[src/rtl/mem_port_arbiter_pkg.sv]
// Shared types and widths for the two-host SDRAM port arbiter.
// Holds the owner encoding, the read-owner FIFO entry and the burst-length helper.
package mem_port_arbiter_pkg;

   localparam int ADDR_W  = 29;
   localparam int DATA_W  = 64;
   localparam int BURST_W = 8;
   localparam int BE_W    = 8;

   localparam logic [BURST_W-1:0] ONE_BEAT = 8'd1;

   typedef enum logic {
      OWN_H0 = 1'b0,
      OWN_H1 = 1'b1
   } owner_e;

   typedef struct packed {
      logic               owner;
      logic [BURST_W-1:0] beats;
   } fifo_entry_t;

   // A burstcount of zero means a single beat.
   function automatic logic [BURST_W-1:0] eff_burst(input logic [BURST_W-1:0] bc);
      return (bc == '0) ? ONE_BEAT : bc;
   endfunction

endpackage

[src/rtl/mem_port_arbiter_read_owner_fifo.sv]
// Tracks which host issued each outstanding read and how many beats remain.
// The head entry counts down per returned beat and pops on its last beat.
module read_owner_fifo
   import mem_port_arbiter_pkg::*;
#(
   parameter int DEPTH = 8
) (
   input  logic                   clock,
   input  logic                   reset,
   input  logic                   push,
   input  logic                   push_owner,
   input  logic [BURST_W-1:0]     push_beats,
   input  logic                   beat,
   output logic                   head_owner,
   output logic                   empty,
   output logic                   full,
   output logic [$clog2(DEPTH):0] count
);

   localparam int PW = $clog2(DEPTH);
   localparam int CW = PW + 1;
   localparam logic [CW-1:0] FULL_COUNT = CW'(DEPTH);

   fifo_entry_t   slots [DEPTH];
   fifo_entry_t   head;
   logic [PW-1:0] rd_ptr;
   logic [PW-1:0] wr_ptr;
   logic          head_beat;
   logic          pop;
   logic          do_push;

   assign head       = slots[rd_ptr];
   assign head_owner = head.owner;
   assign empty      = (count == '0);
   assign full       = (count == FULL_COUNT);
   assign head_beat  = beat && !empty;
   assign pop        = head_beat && (head.beats <= ONE_BEAT);
   assign do_push    = push && (!full || pop);

   always_ff @(posedge clock) begin
      if (reset) begin
         rd_ptr <= '0;
         wr_ptr <= '0;
         count  <= '0;
      end else begin
         if (do_push) wr_ptr <= wr_ptr + 1'b1;
         if (pop)     rd_ptr <= rd_ptr + 1'b1;
         case ({do_push, pop})
            2'b10:   count <= count + 1'b1;
            2'b01:   count <= count - 1'b1;
            default: count <= count;
         endcase
      end
   end

   // The push slot and the decremented head slot never coincide: a push
   // into the head slot only happens when full, and then the head pops.
   always_ff @(posedge clock) begin
      if (do_push) slots[wr_ptr] <= '{owner: push_owner, beats: push_beats};
      if (head_beat && !pop) slots[rd_ptr].beats <= head.beats - 1'b1;
   end

endmodule

[src/rtl/mem_port_arbiter.sv]
// Shares one Avalon-MM SDRAM port between the LCD scanout reader (host 0, priority)
// and the rasterizer (host 1), with zero-bubble grant switching and read-return routing.
module mem_port_arbiter
   import mem_port_arbiter_pkg::*;
#(
   parameter int ADDR_WIDTH   = ADDR_W,
   parameter int DATA_WIDTH   = DATA_W,
   parameter int MAX_PENDING  = 8,
   parameter int STARVE_LIMIT = 4
) (
   input  logic                  clock,
   input  logic                  reset,
   input  logic [ADDR_WIDTH-1:0] h0_address,
   input  logic [BURST_W-1:0]    h0_burstcount,
   input  logic                  h0_read,
   input  logic                  h0_write,
   input  logic [DATA_WIDTH-1:0] h0_writedata,
   input  logic [BE_W-1:0]       h0_byteenable,
   output logic                  h0_waitrequest,
   output logic                  h0_readdatavalid,
   input  logic [ADDR_WIDTH-1:0] h1_address,
   input  logic [BURST_W-1:0]    h1_burstcount,
   input  logic                  h1_read,
   input  logic                  h1_write,
   input  logic [DATA_WIDTH-1:0] h1_writedata,
   input  logic [BE_W-1:0]       h1_byteenable,
   output logic                  h1_waitrequest,
   output logic                  h1_readdatavalid,
   output logic [DATA_WIDTH-1:0] h_readdata,
   output logic [ADDR_WIDTH-1:0] mem_address,
   output logic [BURST_W-1:0]    mem_burstcount,
   output logic                  mem_read,
   output logic                  mem_write,
   output logic [DATA_WIDTH-1:0] mem_writedata,
   output logic [BE_W-1:0]       mem_byteenable,
   input  logic                  mem_waitrequest,
   input  logic [DATA_WIDTH-1:0] mem_readdata,
   input  logic                  mem_readdatavalid,
   output logic [15:0]           orphan_count,
   output logic [3:0]            pending
);

   localparam int SW = $clog2(STARVE_LIMIT + 1);
   localparam logic [SW-1:0] STARVE_MAX = SW'(STARVE_LIMIT);

   owner_e                       owner_q, owner_d;
   logic [BURST_W-1:0]           burst_left_q, burst_left_d;
   logic [SW-1:0]                starve_q, starve_d;
   logic [15:0]                  orphan_q;
   logic                         arb_point;

   logic                         sel_h1;
   logic                         sel_read;
   logic                         sel_write;
   logic [BURST_W-1:0]           sel_beats;
   logic                         h0_req;
   logic                         h1_req;
   logic                         accept;
   logic                         h0_grant;

   logic                         fifo_head_owner;
   logic                         fifo_empty;
   logic                         fifo_full;
   logic [$clog2(MAX_PENDING):0] fifo_count;

   assign sel_h1         = (owner_q == OWN_H1);
   assign sel_read       = sel_h1 ? h1_read : h0_read;
   assign sel_write      = sel_h1 ? h1_write : h0_write;
   assign mem_address    = sel_h1 ? h1_address : h0_address;
   assign mem_burstcount = sel_h1 ? h1_burstcount : h0_burstcount;
   assign mem_writedata  = sel_h1 ? h1_writedata : h0_writedata;
   assign mem_byteenable = sel_h1 ? h1_byteenable : h0_byteenable;
   assign sel_beats      = eff_burst(mem_burstcount);

   assign mem_read  = !reset && sel_read && !fifo_full;
   assign mem_write = !reset && sel_write;
   assign accept    = (mem_read || mem_write) && !mem_waitrequest;
   assign h0_grant  = accept && (owner_q == OWN_H0);
   assign h0_req    = h0_read || h0_write;
   assign h1_req    = h1_read || h1_write;

   assign h0_waitrequest = reset || sel_h1 || mem_waitrequest || (h0_read && fifo_full);
   assign h1_waitrequest = reset || !sel_h1 || mem_waitrequest || (h1_read && fifo_full);

   assign h_readdata       = mem_readdata;
   assign h0_readdatavalid = !reset && mem_readdatavalid && !fifo_empty && !fifo_head_owner;
   assign h1_readdatavalid = !reset && mem_readdatavalid && !fifo_empty && fifo_head_owner;
   assign orphan_count     = orphan_q;
   assign pending          = 4'(fifo_count);

   read_owner_fifo #(
      .DEPTH (MAX_PENDING)
   ) u_owner_fifo (
      .clock      (clock),
      .reset      (reset),
      .push       (mem_read && accept),
      .push_owner (sel_h1),
      .push_beats (sel_beats),
      .beat       (mem_readdatavalid && !reset),
      .head_owner (fifo_head_owner),
      .empty      (fifo_empty),
      .full       (fifo_full),
      .count      (fifo_count)
   );

   always_comb begin
      owner_d      = owner_q;
      burst_left_d = burst_left_q;
      starve_d     = starve_q;
      arb_point    = 1'b0;

      // The decision sees this cycle's host-0 grant, so host 1 wins right
      // after the STARVE_LIMIT-th consecutive host-0 grant.
      if (!h1_req || owner_q == OWN_H1) begin
         starve_d = '0;
      end else if (h0_grant && starve_q != STARVE_MAX) begin
         starve_d = starve_q + 1'b1;
      end

      if (burst_left_q != '0) begin
         if (accept && mem_write) begin
            burst_left_d = burst_left_q - 1'b1;
            arb_point    = (burst_left_q == ONE_BEAT);
         end
      end else if (!mem_read && !mem_write) begin
         arb_point = 1'b1;
      end else if (accept) begin
         if (mem_write && sel_beats != ONE_BEAT) begin
            burst_left_d = sel_beats - 1'b1;
         end else begin
            arb_point = 1'b1;
         end
      end

      if (arb_point) begin
         if (h1_req && (!h0_req || starve_d == STARVE_MAX)) begin
            owner_d = OWN_H1;
         end else if (h0_req) begin
            owner_d = OWN_H0;
         end
      end
   end

   always_ff @(posedge clock) begin
      if (reset) begin
         owner_q      <= OWN_H0;
         burst_left_q <= '0;
         starve_q     <= '0;
         orphan_q     <= '0;
      end else begin
         owner_q      <= owner_d;
         burst_left_q <= burst_left_d;
         starve_q     <= starve_d;
         if (mem_readdatavalid && fifo_empty && orphan_q != 16'hFFFF) begin
            orphan_q <= orphan_q + 1'b1;
         end
      end
   end

endmodule

[config.mk]
export PLATFORM = sky130hd
export DESIGN_NAME = mem_port_arbiter
export DESIGN_NICKNAME = d
export VERILOG_FILES = /design/src/rtl/mem_port_arbiter_pkg.sv /design/src/rtl/mem_port_arbiter_read_owner_fifo.sv /design/src/rtl/mem_port_arbiter.sv
export SDC_FILE = /design/constraint.sdc
export NUM_CORES = 1
export LEC_CHECK = 0
export ABC_AREA = 1
export BUFFER_PORTS_ARGS = -buffer_cell sky130_fd_sc_hd__buf_2
export CORE_AREA = 2 2 189 191
export DETAILED_ROUTE_END_ITERATION = 16
export DIE_AREA = 0 0 191 193
export GPL_ROUTABILITY_DRIVEN = 0
export MAX_ROUTING_LAYER = met4
export PLACE_DENSITY = 0.58
export SLEW_MARGIN = 20
export SYNTH_ARGS = -nofsm -noshare
export SYNTH_HDL_FRONTEND = slang
export SYNTH_HIERARCHICAL = 1
export SYNTH_SLANG_ARGS = --single-unit
export TNS_END_PERCENT = 50
[constraint.sdc]
create_clock -name clock -period 5.6 [get_ports clock]
set_clock_uncertainty 0.2 [all_clocks]
set_input_delay 0.84 -clock clock [delete_from_list [all_inputs] [get_ports clock]]
set_output_delay 0.84 -clock clock [all_outputs]
set_load 0.02 [all_outputs]
==> impl_metrics.yaml <==
place:
  dp_hpwl_um: 40500
  portBuffers: 360
  place_inst: 2095
synthesis:
  synth_common_cells: "nand2_1 (611), inv_1 (126), nor2_1 (81), edfxtp_1 (72), buf_4 (68)"
  ys.flop_type: "edfxtp_1"
  synth_nets: 1686
  synth_top_area_frac: 0.251
  yosysWarningCount: 6
  yosys.cell_count.top_type: "nand2_1"
  yosysSeqAreaShare: 0.326
  yosysTopAreaCell: "nand2_1"
  async_reset_ff_frac: 0
  syn-cell-area_um2: 9150
  synth_edf_count: 72
  synth_seq_cells: 113
  syn_avg_cell_area_um2: 6.63
  synthTopCellsByArea: "nand2_1 (25%), edfxtp_1 (24%), dfxtp_1 (9.0%)"
  netlist_instances: 1380
  yosysUniqueCellTypes: 46
floorplanning:
  coreArea_um2: 35000
  die_area_um2: 36900
  initial_utilization: 0.262
  rows: 69
  ioPinCount: 489
  die_x_um: 191
  die_y_um: 193
routing:
  ant_nets: 0
  drtIter0Drc: 958
  avgRoutedWirePerCell_um: 22.6
  wirelength_um: 48200
  drc: 0
  num_vias: 10088
  via_per_inst: 4.73
  drt_pass1_iterations: 6
final_layout:
  synthToLayoutAreaGrowth_pct: 25.3
  post-route-util: 0.328
  fillCellCount: 3853
  drive_gt1_frac: 0.310
  nets: 1959
  stdcell_count: 2134
cts:
  cts_root_buf: "clkbuf_16"
  post_cts_resized: 0
  clk_latency_ps: 420
  ctsHoldBuffers: 0
  postCtsSetupBuffers: 0
  cts_max_path_buffers: 2
  clk_pin_slew_ps: 50
  clkSinkCount: 113
  cts_buffers: 17
  cts_tree: "built"
  h-tree-depth: 4
setup_path:
  worstPathCellList: "inv_2 > nor2_1 > o21ai_0 > nand3_1 > nand2_1 > ha_1 > or2_2 > nand2_2 > nor2_4 > nand3_4 > nand2_4 > nand2_1 > ha_1 > ha_1 > nand2_1 > nor2_1 > a211oi_1 > nor2_1 > nor2_1 > nand2_1 > o21ai_0 > a21oi_1"
  cp.required_ps: 5700
  critical_path.max_fanout: 20
  ff2ff_path_depth: 22
  slowest_stage: "dfxtp_1"
  cp_slowest_stage_delay_ps: 690
  start_kind: "flop"
  cp-end-kind: "flop"
  worst-setup-path-type: "reg -> reg"
  arrival_ps: 4270
global_route:
  grt_pass1_vias: 8971
  overflow: 0
  grt_usage: 0.261
  grt_pass1_wl_um: 64500
  grt_max_degree: 84
  grt_antenna_before_repair: 7
sta:
  slew_viol_final: 0
  fin_crit_ps: 4170
  setup_tns_ps: 0
  maxSlewHeadroom: 0.214
  finalCritPeriodShare: 0.744
  rsz0062_at_grt: "false"
  worst_pin_slew_ps: 1170
  hold_viol: 0
  setup_viol: 0
  max_freq_ghz: 0.240
min_path:
  hold_start: "burst_left_q[6]"
  min_path_cells: 2
  hp-class: "reg -> reg"
pwr:
  ir_drop_uv: 144
  p_per_area_nw_per_um2: 237
  p_leak_nw: 5.94
  p_total_mw: 2.71
status:
  status: "complete, no violations"
job:
  drv_cap: 0
-- registers in the layout, summed over array words and instances (netlist names), named ones only --
name / cells
u_owner_fifo/slots: 72
orphan_count: 16
burst_left_q: 8
u_owner_fifo/count: 4
starve_q: 3
u_owner_fifo/rd_ptr: 3
u_owner_fifo/wr_ptr: 3
owner_q: 1
-- final timing paths --
path,to,slack [ps]
worst min-delay path,burst_left_q[6],300
worst min register to register,burst_left_q[6],300
worst max-delay path,u_owner_fifo/count[3],1430
worst max register to register,u_owner_fifo/count[3],1430
-- logic make-up (layout without fill, tap and decap cells) --
family,after synthesis,in the layout,synth area share
buf+inv,259,545,0.143
fa+ha+maj,16,16,0.0227
simple gates,821,821,0.381
other cells,0,7,0
flops,113,113,0.326
xor+xnor,17,17,0.0179
compound gates,154,154,0.109
-- worst max-delay path: cells and delay by family, from the launching register on --
family	cells	cell delay, ps
buffers and inverters	1	290
AOI/OAI and AO/OA	4	510
DFF	1	690
and+or+nand+nor	14	1580
adders and majority gates	3	750
-- area by class of cell --
class / count / area [um2] / share of cell area
clock buffer: 26 / 574 / 0.0501
timing repair buffer: 371 / 1880 / 0.164
sequential: 113 / 2990 / 0.261
clock inverter: 6 / 35.0 / 0.00306
multi-input combinational: 1008 / 4850 / 0.423
antenna: 7 / 17.5 / 0.00153
tap: 461 / 577 / 0.0503
inverter: 142 / 534 / 0.0466
-- through the flow --
step | hold slack [ps] | instance area (um2) | setup WS [ps]
finish | 300 | 11500 | 1430
global route | 321 | 11500 | 995
global placement | 281 | 10800 | 1520
CTS | 303 | 11400 | 1480
floorplan | 267 | 9150 | 1700
detailed placement | 286 | 10800 | 1500
-- metal layers --
layer | GRT usage | part of all wire
met5 | - | 0
met4 | 0.0862 | 0.030
met3 | 0.0661 | 0.070
met2 | 0.405 | 0.47
met1 | 0.330 | 0.43
-- where the power goes --
| group | internal (mW) | switching (mW) |
|---|---|---|
| logic | 0.204 | 0.511 |
| clock network | 0.705 | 0.389 |
| registers | 0.893 | 0.0106 |
| total | 1.80 | 0.911 |
-- layout by cell type (no fill, tap or decap), types with 6 or more instances in the layout --
cell	n
clkbuf_16	21
inv_1	126
diode_2	7
buf_4	11
ha_1	15
xor2_1	6
inv_2	13
o21ai_0	44
nand4_1	9
o21ai_1	10
nor2_1	81
o21ai_2	52
nand3_1	61
nor3_1	10
nand3_2	13
edfxtp_1	72
buf_2	360
dfxtp_1	40
nand2_2	13
a21oi_1	39
nand2_1	611
nand3_4	7
xnor2_1	9
(Power assumes the default switching activity.)
